--- config.mk ---
export PLATFORM = sky130hd
export DESIGN_NAME = lc3_mmio_responder_flat
export DESIGN_NICKNAME = d
export VERILOG_FILES = /design/src/rtl/lc3_pkg.sv /design/src/rtl/lc3_mmio_responder_if.sv /design/src/rtl/lc3_disp_chan.sv /design/src/rtl/lc3_mmio_responder.sv /design/src/flat_wrapper.sv
export SDC_FILE = /design/constraint.sdc
export NUM_CORES = 1
export LEC_CHECK = 0
export CORE_ASPECT_RATIO = 1.5
export CORE_MARGIN = 2
export CORE_UTILIZATION = 38
export CTS_CLUSTER_DIAMETER = 80
export DETAILED_ROUTE_END_ITERATION = 8
export PLACE_DENSITY_LB_ADDON = 0.15
export SLEW_MARGIN = 20
export SYNTH_ARGS = -nofsm -noshare
export SYNTH_HDL_FRONTEND = slang
export SYNTH_HIERARCHICAL = 1
export SYNTH_SLANG_ARGS = --single-unit
--- constraint.sdc ---
create_clock -name CLK -period 1.45 [get_ports CLK]
set_input_delay 0.2175 -clock CLK [delete_from_list [all_inputs] [get_ports CLK]]
set_output_delay 0.2175 -clock CLK [all_outputs]
set_load 0.03 [all_outputs]
--- src/rtl/lc3_pkg.sv ---
// Shared constants and types for the LC-3 device-register responder.
// Bit 14 of KBSR/DSR (IE) only has meaning when LC3_MMIO_IRQ_EN is defined.
package lc3_pkg;

    localparam logic [15:0] LC3_KBSR_ADDR = 16'hFE00;
    localparam logic [15:0] LC3_KBDR_ADDR = 16'hFE02;
    localparam logic [15:0] LC3_DSR_ADDR  = 16'hFE04;
    localparam logic [15:0] LC3_DDR_ADDR  = 16'hFE06;
    localparam logic [15:0] LC3_MCR_ADDR  = 16'hFFFE;

    localparam int READY = 15;
    localparam int IE    = 14;
    localparam int OVR   = 13;

    localparam logic [0:0] ST_IDLE = 1'b0;
    localparam logic [0:0] ST_RESP = 1'b1;

    typedef enum logic [2:0] {
        SEL_NONE,
        SEL_KBSR,
        SEL_KBDR,
        SEL_DSR,
        SEL_DDR,
        SEL_MCR
    } reg_sel_e;

    // Captured access; the decoded select stands in for the raw address.
    typedef struct packed {
        logic        we;
        reg_sel_e    sel;
        logic [15:0] wdata;
    } bus_req_t;

endpackage

--- src/rtl/lc3_mmio_responder_if.sv ---
// Core-to-device-register bus: request side from the core, response side from the responder.
interface lc3_mmio_responder_if;
    logic        req;
    logic        we;
    logic [15:0] addr;
    logic [15:0] wdata;
    logic        hit;
    logic        ack;
    logic [15:0] rdata;

    modport master (output req, we, addr, wdata, input hit, ack, rdata);
    modport slave  (input req, we, addr, wdata, output hit, ack, rdata);
endinterface

--- src/rtl/lc3_disp_chan.sv ---
// Display output channel: one-character holding register with valid/ready handshake.
// DSR ready is simply "no character pending".
module lc3_disp_chan (
    input  logic       CLK,
    input  logic       RST,
    input  logic       ddr_wr,
    input  logic [7:0] wr_byte,
    input  logic       disp_ready,
    output logic       disp_valid,
    output logic [7:0] disp_data,
    output logic       dsr_ready
);

    always_ff @(posedge CLK) begin
        if (RST) begin
            disp_valid <= 1'b0;
            disp_data  <= 8'h00;
        end else if (disp_valid) begin
            if (disp_ready)
                disp_valid <= 1'b0;
        end else if (ddr_wr) begin
            disp_valid <= 1'b1;
            disp_data  <= wr_byte;
        end
    end

    assign dsr_ready = ~disp_valid;

endmodule

--- src/rtl/lc3_mmio_responder.sv ---
// LC-3 device-register target: KBSR/KBDR, DSR/DDR and MCR behind a two-state bus FSM.
// Optional macro LC3_MMIO_IRQ_EN adds KBSR/DSR interrupt-enable bits and a registered irq output.
//
// state   | meaning
// IDLE    | waiting for req & hit; captures the access
// RESP    | ack high for one cycle, read data driven, side-effects applied
module lc3_mmio_responder
    import lc3_pkg::*;
#(
    parameter logic [15:0] KBSR_ADDR = LC3_KBSR_ADDR,
    parameter logic [15:0] KBDR_ADDR = LC3_KBDR_ADDR,
    parameter logic [15:0] DSR_ADDR  = LC3_DSR_ADDR,
    parameter logic [15:0] DDR_ADDR  = LC3_DDR_ADDR,
    parameter logic [15:0] MCR_ADDR  = LC3_MCR_ADDR
) (
    input  logic                 CLK,
    input  logic                 RST,
    lc3_mmio_responder_if.slave  bus,
    input  logic                 key_valid,
    input  logic [7:0]           key_data,
    output logic                 disp_valid,
    output logic [7:0]           disp_data,
    input  logic                 disp_ready,
    output logic                 run
`ifdef LC3_MMIO_IRQ_EN
    ,
    output logic                 irq
`endif
);

    function automatic reg_sel_e decode(input logic [15:0] a);
        if (a == KBSR_ADDR) return SEL_KBSR;
        if (a == KBDR_ADDR) return SEL_KBDR;
        if (a == DSR_ADDR)  return SEL_DSR;
        if (a == DDR_ADDR)  return SEL_DDR;
        if (a == MCR_ADDR)  return SEL_MCR;
        return SEL_NONE;
    endfunction

    reg_sel_e   sel_in;
    logic [0:0] state;
    bus_req_t   req_q;

    assign sel_in  = decode(bus.addr);
    assign bus.hit = (sel_in != SEL_NONE);

    always_ff @(posedge CLK) begin
        if (RST) begin
            state <= ST_IDLE;
            req_q <= '0;
        end else begin
            case (state)
                ST_IDLE: begin
                    if (bus.req && bus.hit) begin
                        state       <= ST_RESP;
                        req_q.we    <= bus.we;
                        req_q.sel   <= sel_in;
                        req_q.wdata <= bus.wdata;
                    end
                end
                default: state <= ST_IDLE;
            endcase
        end
    end

    logic rd_stb, wr_stb;
    logic kbdr_rd, kbsr_wr, ddr_wr, mcr_wr;

    assign bus.ack = (state == ST_RESP);
    assign rd_stb  = bus.ack && !req_q.we;
    assign wr_stb  = bus.ack &&  req_q.we;
    assign kbdr_rd = rd_stb && (req_q.sel == SEL_KBDR);
    assign kbsr_wr = wr_stb && (req_q.sel == SEL_KBSR);
    assign ddr_wr  = wr_stb && (req_q.sel == SEL_DDR);
    assign mcr_wr  = wr_stb && (req_q.sel == SEL_MCR);

    logic       kb_ready, kb_ovr;
    logic [7:0] kbdr;

    // A key arriving in the KBDR-read ack cycle replaces the one being consumed, so it is not an overrun.
    always_ff @(posedge CLK) begin
        if (RST) begin
            kb_ready <= 1'b0;
            kb_ovr   <= 1'b0;
            kbdr     <= 8'h00;
        end else begin
            if (key_valid && kb_ready && !kbdr_rd)
                kb_ovr <= 1'b1;
            else if (kbsr_wr && !req_q.wdata[OVR])
                kb_ovr <= 1'b0;

            if (key_valid && (!kb_ready || kbdr_rd)) begin
                kbdr     <= key_data;
                kb_ready <= 1'b1;
            end else if (kbdr_rd) begin
                kb_ready <= 1'b0;
            end
        end
    end

    always_ff @(posedge CLK) begin
        if (RST)
            run <= 1'b1;
        else if (mcr_wr)
            run <= req_q.wdata[READY];
    end

    logic dsr_ready;

    lc3_disp_chan u_disp_chan (
        .CLK        (CLK),
        .RST        (RST),
        .ddr_wr     (ddr_wr),
        .wr_byte    (req_q.wdata[7:0]),
        .disp_ready (disp_ready),
        .disp_valid (disp_valid),
        .disp_data  (disp_data),
        .dsr_ready  (dsr_ready)
    );

    logic kb_ie, dsr_ie;

`ifdef LC3_MMIO_IRQ_EN
    logic dsr_wr;
    assign dsr_wr = wr_stb && (req_q.sel == SEL_DSR);

    always_ff @(posedge CLK) begin
        if (RST) begin
            kb_ie  <= 1'b0;
            dsr_ie <= 1'b0;
            irq    <= 1'b0;
        end else begin
            if (kbsr_wr) kb_ie  <= req_q.wdata[IE];
            if (dsr_wr)  dsr_ie <= req_q.wdata[IE];
            irq <= (kb_ready & kb_ie) | (dsr_ready & dsr_ie);
        end
    end
`else
    assign kb_ie  = 1'b0;
    assign dsr_ie = 1'b0;
    logic unused_ie_bit;
    assign unused_ie_bit = req_q.wdata[IE];
`endif

    logic unused_wdata_bits;
    assign unused_wdata_bits = &{1'b0, req_q.wdata[12:8]};

    always_comb begin
        bus.rdata = 16'h0000;
        if (rd_stb) begin
            case (req_q.sel)
                SEL_KBSR: bus.rdata = {kb_ready, kb_ie, kb_ovr, 13'b0};
                SEL_KBDR: bus.rdata = {8'h00, kbdr};
                SEL_DSR:  bus.rdata = {dsr_ready, dsr_ie, 14'b0};
                SEL_MCR:  bus.rdata = {run, 15'b0};
                default:  bus.rdata = 16'h0000;
            endcase
        end
    end

endmodule

--- src/flat_wrapper.sv ---
// flat-port wrapper written by rule: the top's interface ports become plain ports
module lc3_mmio_responder_flat import lc3_pkg::*;
#(
    parameter logic [15:0] KBSR_ADDR = LC3_KBSR_ADDR,
    parameter logic [15:0] KBDR_ADDR = LC3_KBDR_ADDR,
    parameter logic [15:0] DSR_ADDR  = LC3_DSR_ADDR,
    parameter logic [15:0] DDR_ADDR  = LC3_DDR_ADDR,
    parameter logic [15:0] MCR_ADDR  = LC3_MCR_ADDR
)
  (CLK, RST, key_valid, key_data, disp_valid, disp_data, disp_ready, run, bus_req, bus_we, bus_addr, bus_wdata, bus_hit, bus_ack, bus_rdata);
  lc3_mmio_responder_if bus_i ();
  input  logic CLK;
  input  logic RST;
  input  logic key_valid;
  input  logic [7:0] key_data;
  output logic disp_valid;
  output logic [7:0] disp_data;
  input  logic disp_ready;
  output logic run;
  input wire logic [$bits(bus_i.req)-1:0] bus_req;
  input wire logic [$bits(bus_i.we)-1:0] bus_we;
  input wire logic [$bits(bus_i.addr)-1:0] bus_addr;
  input wire logic [$bits(bus_i.wdata)-1:0] bus_wdata;
  output wire logic [$bits(bus_i.hit)-1:0] bus_hit;
  output wire logic [$bits(bus_i.ack)-1:0] bus_ack;
  output wire logic [$bits(bus_i.rdata)-1:0] bus_rdata;
  assign bus_i.req = bus_req;
  assign bus_i.we = bus_we;
  assign bus_i.addr = bus_addr;
  assign bus_i.wdata = bus_wdata;
  assign bus_hit = bus_i.hit;
  assign bus_ack = bus_i.ack;
  assign bus_rdata = bus_i.rdata;
  lc3_mmio_responder #(.KBSR_ADDR(KBSR_ADDR), .KBDR_ADDR(KBDR_ADDR), .DSR_ADDR(DSR_ADDR), .DDR_ADDR(DDR_ADDR), .MCR_ADDR(MCR_ADDR)) u_core (.CLK(CLK), .RST(RST), .bus(bus_i), .key_valid(key_valid), .key_data(key_data), .disp_valid(disp_valid), .disp_data(disp_data), .disp_ready(disp_ready), .run(run));
endmodule
==> summary.txt <==
Status
  • Status: finished, violations left
  • Failing checks: negative setup slack

Clock network
  • Total CTS buffers: 5
  • TritonCTS clock tree: done
  • Sink count of the clock tree: 35
  • CTS root buffer: clkbuf_8
  • Longest Clk Path Bufs: 2
  • Post-CTS clock slew at the launch and capture registers of the worst setup and hold paths: 0.07 ns
  • Worst-Skew Late Latency: 0.28 ns
  • Maximum level of the CTS H-tree: 2

Floorplan
  • Area of the die: 5130 sq um
  • Die Span X: 59.2 microns
  • Standard cell core area: 4470 sq um
  • Top-level I/O count: 74
  • Die height: 86.8 microns
  • Effective utilization at floorplan: 0.389
  • Number of placement rows: 30

STA
  • Final worst-path cycle share: 1.19
  • Maximum clock rate: between 0.5 and 0.6 GHz
  • Minimum clock period after layout: 1.73 ns
  • Setup Skew: 0.00216 ns
  • Count of final setup violators: 25
  • Final Max Tran Viols: 0
  • Final hold violation count: 0
  • Unrepaired setup endpoints after global routing: true
  • Setup slack after layout: -0.279 ns

Synthesis
  • Dominant combinational cell family by area after synthesis: simple AND/OR/NAND/NOR gates
  • Fraction of the mapped netlist area in adder cells: 0
  • Number of instances in the synthesized netlist: 198
  • Multiplexer area fraction after synthesis: 0.121
  • Synth cell types: 38
  • Fraction of registers with async set/reset: 0
  • Post-synth design cell area: 1740 sq um
  • Post-synthesis cell type with the largest combined area: dfxtp_1
  • Synth Area per Inst: 8.76 sq um
  • #FFs+latches synth: 35
  • Sequential element share of the synthesized area: 0.404
  • Fraction of synthesized cell area in xor and xnor cells: 0.00505
  • EDFF count, synth: 0
  • Most area-consuming cells after synthesis: dfxtp_1 40%, mux2i_1 12%, nand2_1 9.9%
  • Post-synth top cells: 46 x nand2_1, 35 x dfxtp_1, 21 x mux2i_1
  • Cell with the most instances after synthesis: nand2_1
  • Area share of the leading cell type in the synthesized netlist: 0.404
  • Area fraction in compound gates after synthesis: 0.0771
  • Dominant synthesized flop cell: dfxtp_1
  • Yosys warnings: 6
  • Simple-gate share of the synthesized area: 0.323

Critical path
  • Longest individual stage delay on the worst path: 0.33 ns
  • Worst path bufs/invs: 3
  • Family of cells with the greatest summed delay on the critical path: simple AND/OR/NAND/NOR gates
  • Crit path max-delay cell type: dfxtp_2
  • Largest driver fanout on the critical path: 8
  • Most Frequent Cell on Critical Path: buf_6
  • Worst path arrival time: 1.51 ns
  • Critical Path RT: roughly 1.2 ns
  • Critical path cell sequence: buf_6 -> nor4b_4 -> buf_6 -> and3_4 -> buf_6
  • Startpoint type of the worst setup path: flop
  • Worst Setup Path Type: flop to output pin
  • Type of element capturing the critical path: output pin

Pwr
  • Static Leak: 0.00128 uW
  • Max rail drop VDD: 563 uV
  • P per Cell Area: roughly 660 nW/um^2

Cells and area
  • Fin area: 2970 sq um
  • Ant diodes: 0
  • Synth-to-layout area growth: 71.1%
  • Post-Route Utilization: 0.665
  • Number of fill cells in the layout: about 380
  • # nets final: 355
  • Fraction of final layout cells with drive strength greater than 1: 0.366

Drt
  • Number of nets with antenna violations after detailed routing: 0
  • Number of search-and-repair iterations in the first detailed-routing pass: 4
  • Routed wire length: 4850 microns
  • Vias per cell: 5.03
  • Post-route DRC violation count: 0
  • Number of vias after detailed routing: 1795
  • Drt initial violations: 45
  • DR WL/cell: about 14 microns

Job
  • Number of violations of the max-capacitance limit: 0

Placed design
  • Port Buffer Count: between 60 and 70
  • GPL Wtd Cong: slightly below 0.8
  • Total half-perimeter wirelength after legalization and detailed placement: 3070 microns
  • Post-placement cell area: 2560 sq um

Global route
  • Global-route wire length before repair: 7820 microns
  • Number of antenna violations at the first check in global routing: 0
  • Pin count of the biggest net entering global routing: 34
  • Number of global-route vias before repair: around 1.8k
  • GR Util All Layers: 0.200
  • Final global-route overflow total: 0

Min path
  • Tightest Hold Check Type: input pin to flop
metal layers:
metal / share of wire / vias up / GRT usage
met4: 0.046 / 0 / 0.0847
li1: - / 889 / -
met3: 0.043 / 14 / 0.0433
met1: 0.37 / 825 / 0.216
met2: 0.54 / 67 / 0.365
met5: 0 / - / 0
power by group:
part           total, uW  switching (uW)  internal (uW)  leakage [uW]
clock network        704             332            372     0.0000470
logic                278             118            160      0.000944
registers            987            10.0            977      0.000286
final timing paths:
path | cells past startpoint | endpoint | slack (ns) | from
worst max-delay path | 5 | bus_rdata[0] | -0.28 | u_core/req_q[18]
worst min-delay path | 5 | u_core/req_q[17] | 0.40 | bus_addr[8]
worst max register to register | 3 | u_core/req_q[17] | -0.03 | u_core/bus.ack
worst min register to register | 2 | u_core/u_disp_chan/disp_data[6] | 0.46 | u_core/u_disp_chan/disp_data[6]
logic make-up after synthesis:
| family | Yosys count |
|---|---|
| simple gates | 98 |
| flops | 35 |
| buf+inv | 22 |
| mux | 21 |
| compound gates | 20 |
| xor+xnor | 1 |
| other cells | 1 |
through the flow:
step	worst slack [ns]	setup TNS (ns)	hold slack [ns]	power, uW	std cells
after global placement	-0.511	-8.46	0.439	1260	323
after global routing	-0.355	-5.10	0.428	2050	357
after floorplan	-0.0975	-1.02	0.286	1120	203
final	-0.279	-2.69	0.403	1970	357
after detailed placement	-0.533	-8.72	0.445	1260	323
after CTS	-0.312	-4.20	0.460	1980	355
cell usage in the layout (no fill, tap or decap), types with 2 or more instances in the layout:
cell	count
nor2_4	3
dfxtp_2	3
inv_1	5
buf_2	2
dfxtp_1	31
dlygate4sd2_1	16
conb_1	6
buf_4	47
and3_4	8
mux2i_1	20
o21ai_2	2
buf_12	2
nand4bb_1	8
nor2_1	5
or4_4	2
buf_6	16
clkdlybuf4s15_1	4
nand2_2	3
o21ai_1	8
nand2_1	43
clkdlybuf4s50_1	22
nand3_1	2
nor3_2	2
clkbuf_8	6
nand4_1	2
nand2b_1	8
clkbuf_2	4
o21ai_0	2
tightest hold or removal path: cells and delay by family:
family | cells | cell delay [ns]
and+or+nand+nor | 3 | 0.32
buffers and inverters | 1 | 0.07
AOI/OAI and AO/OA | 1 | 0.04
registers in the layout, indices dropped and copies added (netlist names):
name,flops
u_core/u_disp_chan/disp_valid,1
u_core/bus.ack,1
u_core/kb_ovr,1
u_core/u_disp_chan/disp_data,8
u_core/kb_ready,1
u_core/req_q,14
u_core/run,1
u_core/kbdr,8
layout make-up:
type                       count  area, sq um  area share
tap                           48         60.1      0.0202
clock buffer                   6         82.6      0.0278
multi-input combinational    147         1070       0.361
timing repair buffer         114         1020       0.343
inverter                       6         22.5     0.00759
sequential                    35          708       0.239
clock inverter                 1         5.00     0.00169
timing repair:
item	CTS	global route
cloned	1	1
setup buffers	24	5
pin swaps	19	12
hold buffers	0	0
endpoints found under the setup margin	45	44
endpoints found under the hold margin	0	0
gates resized for setup	74	29
Power figures use the tool's default switching activity.
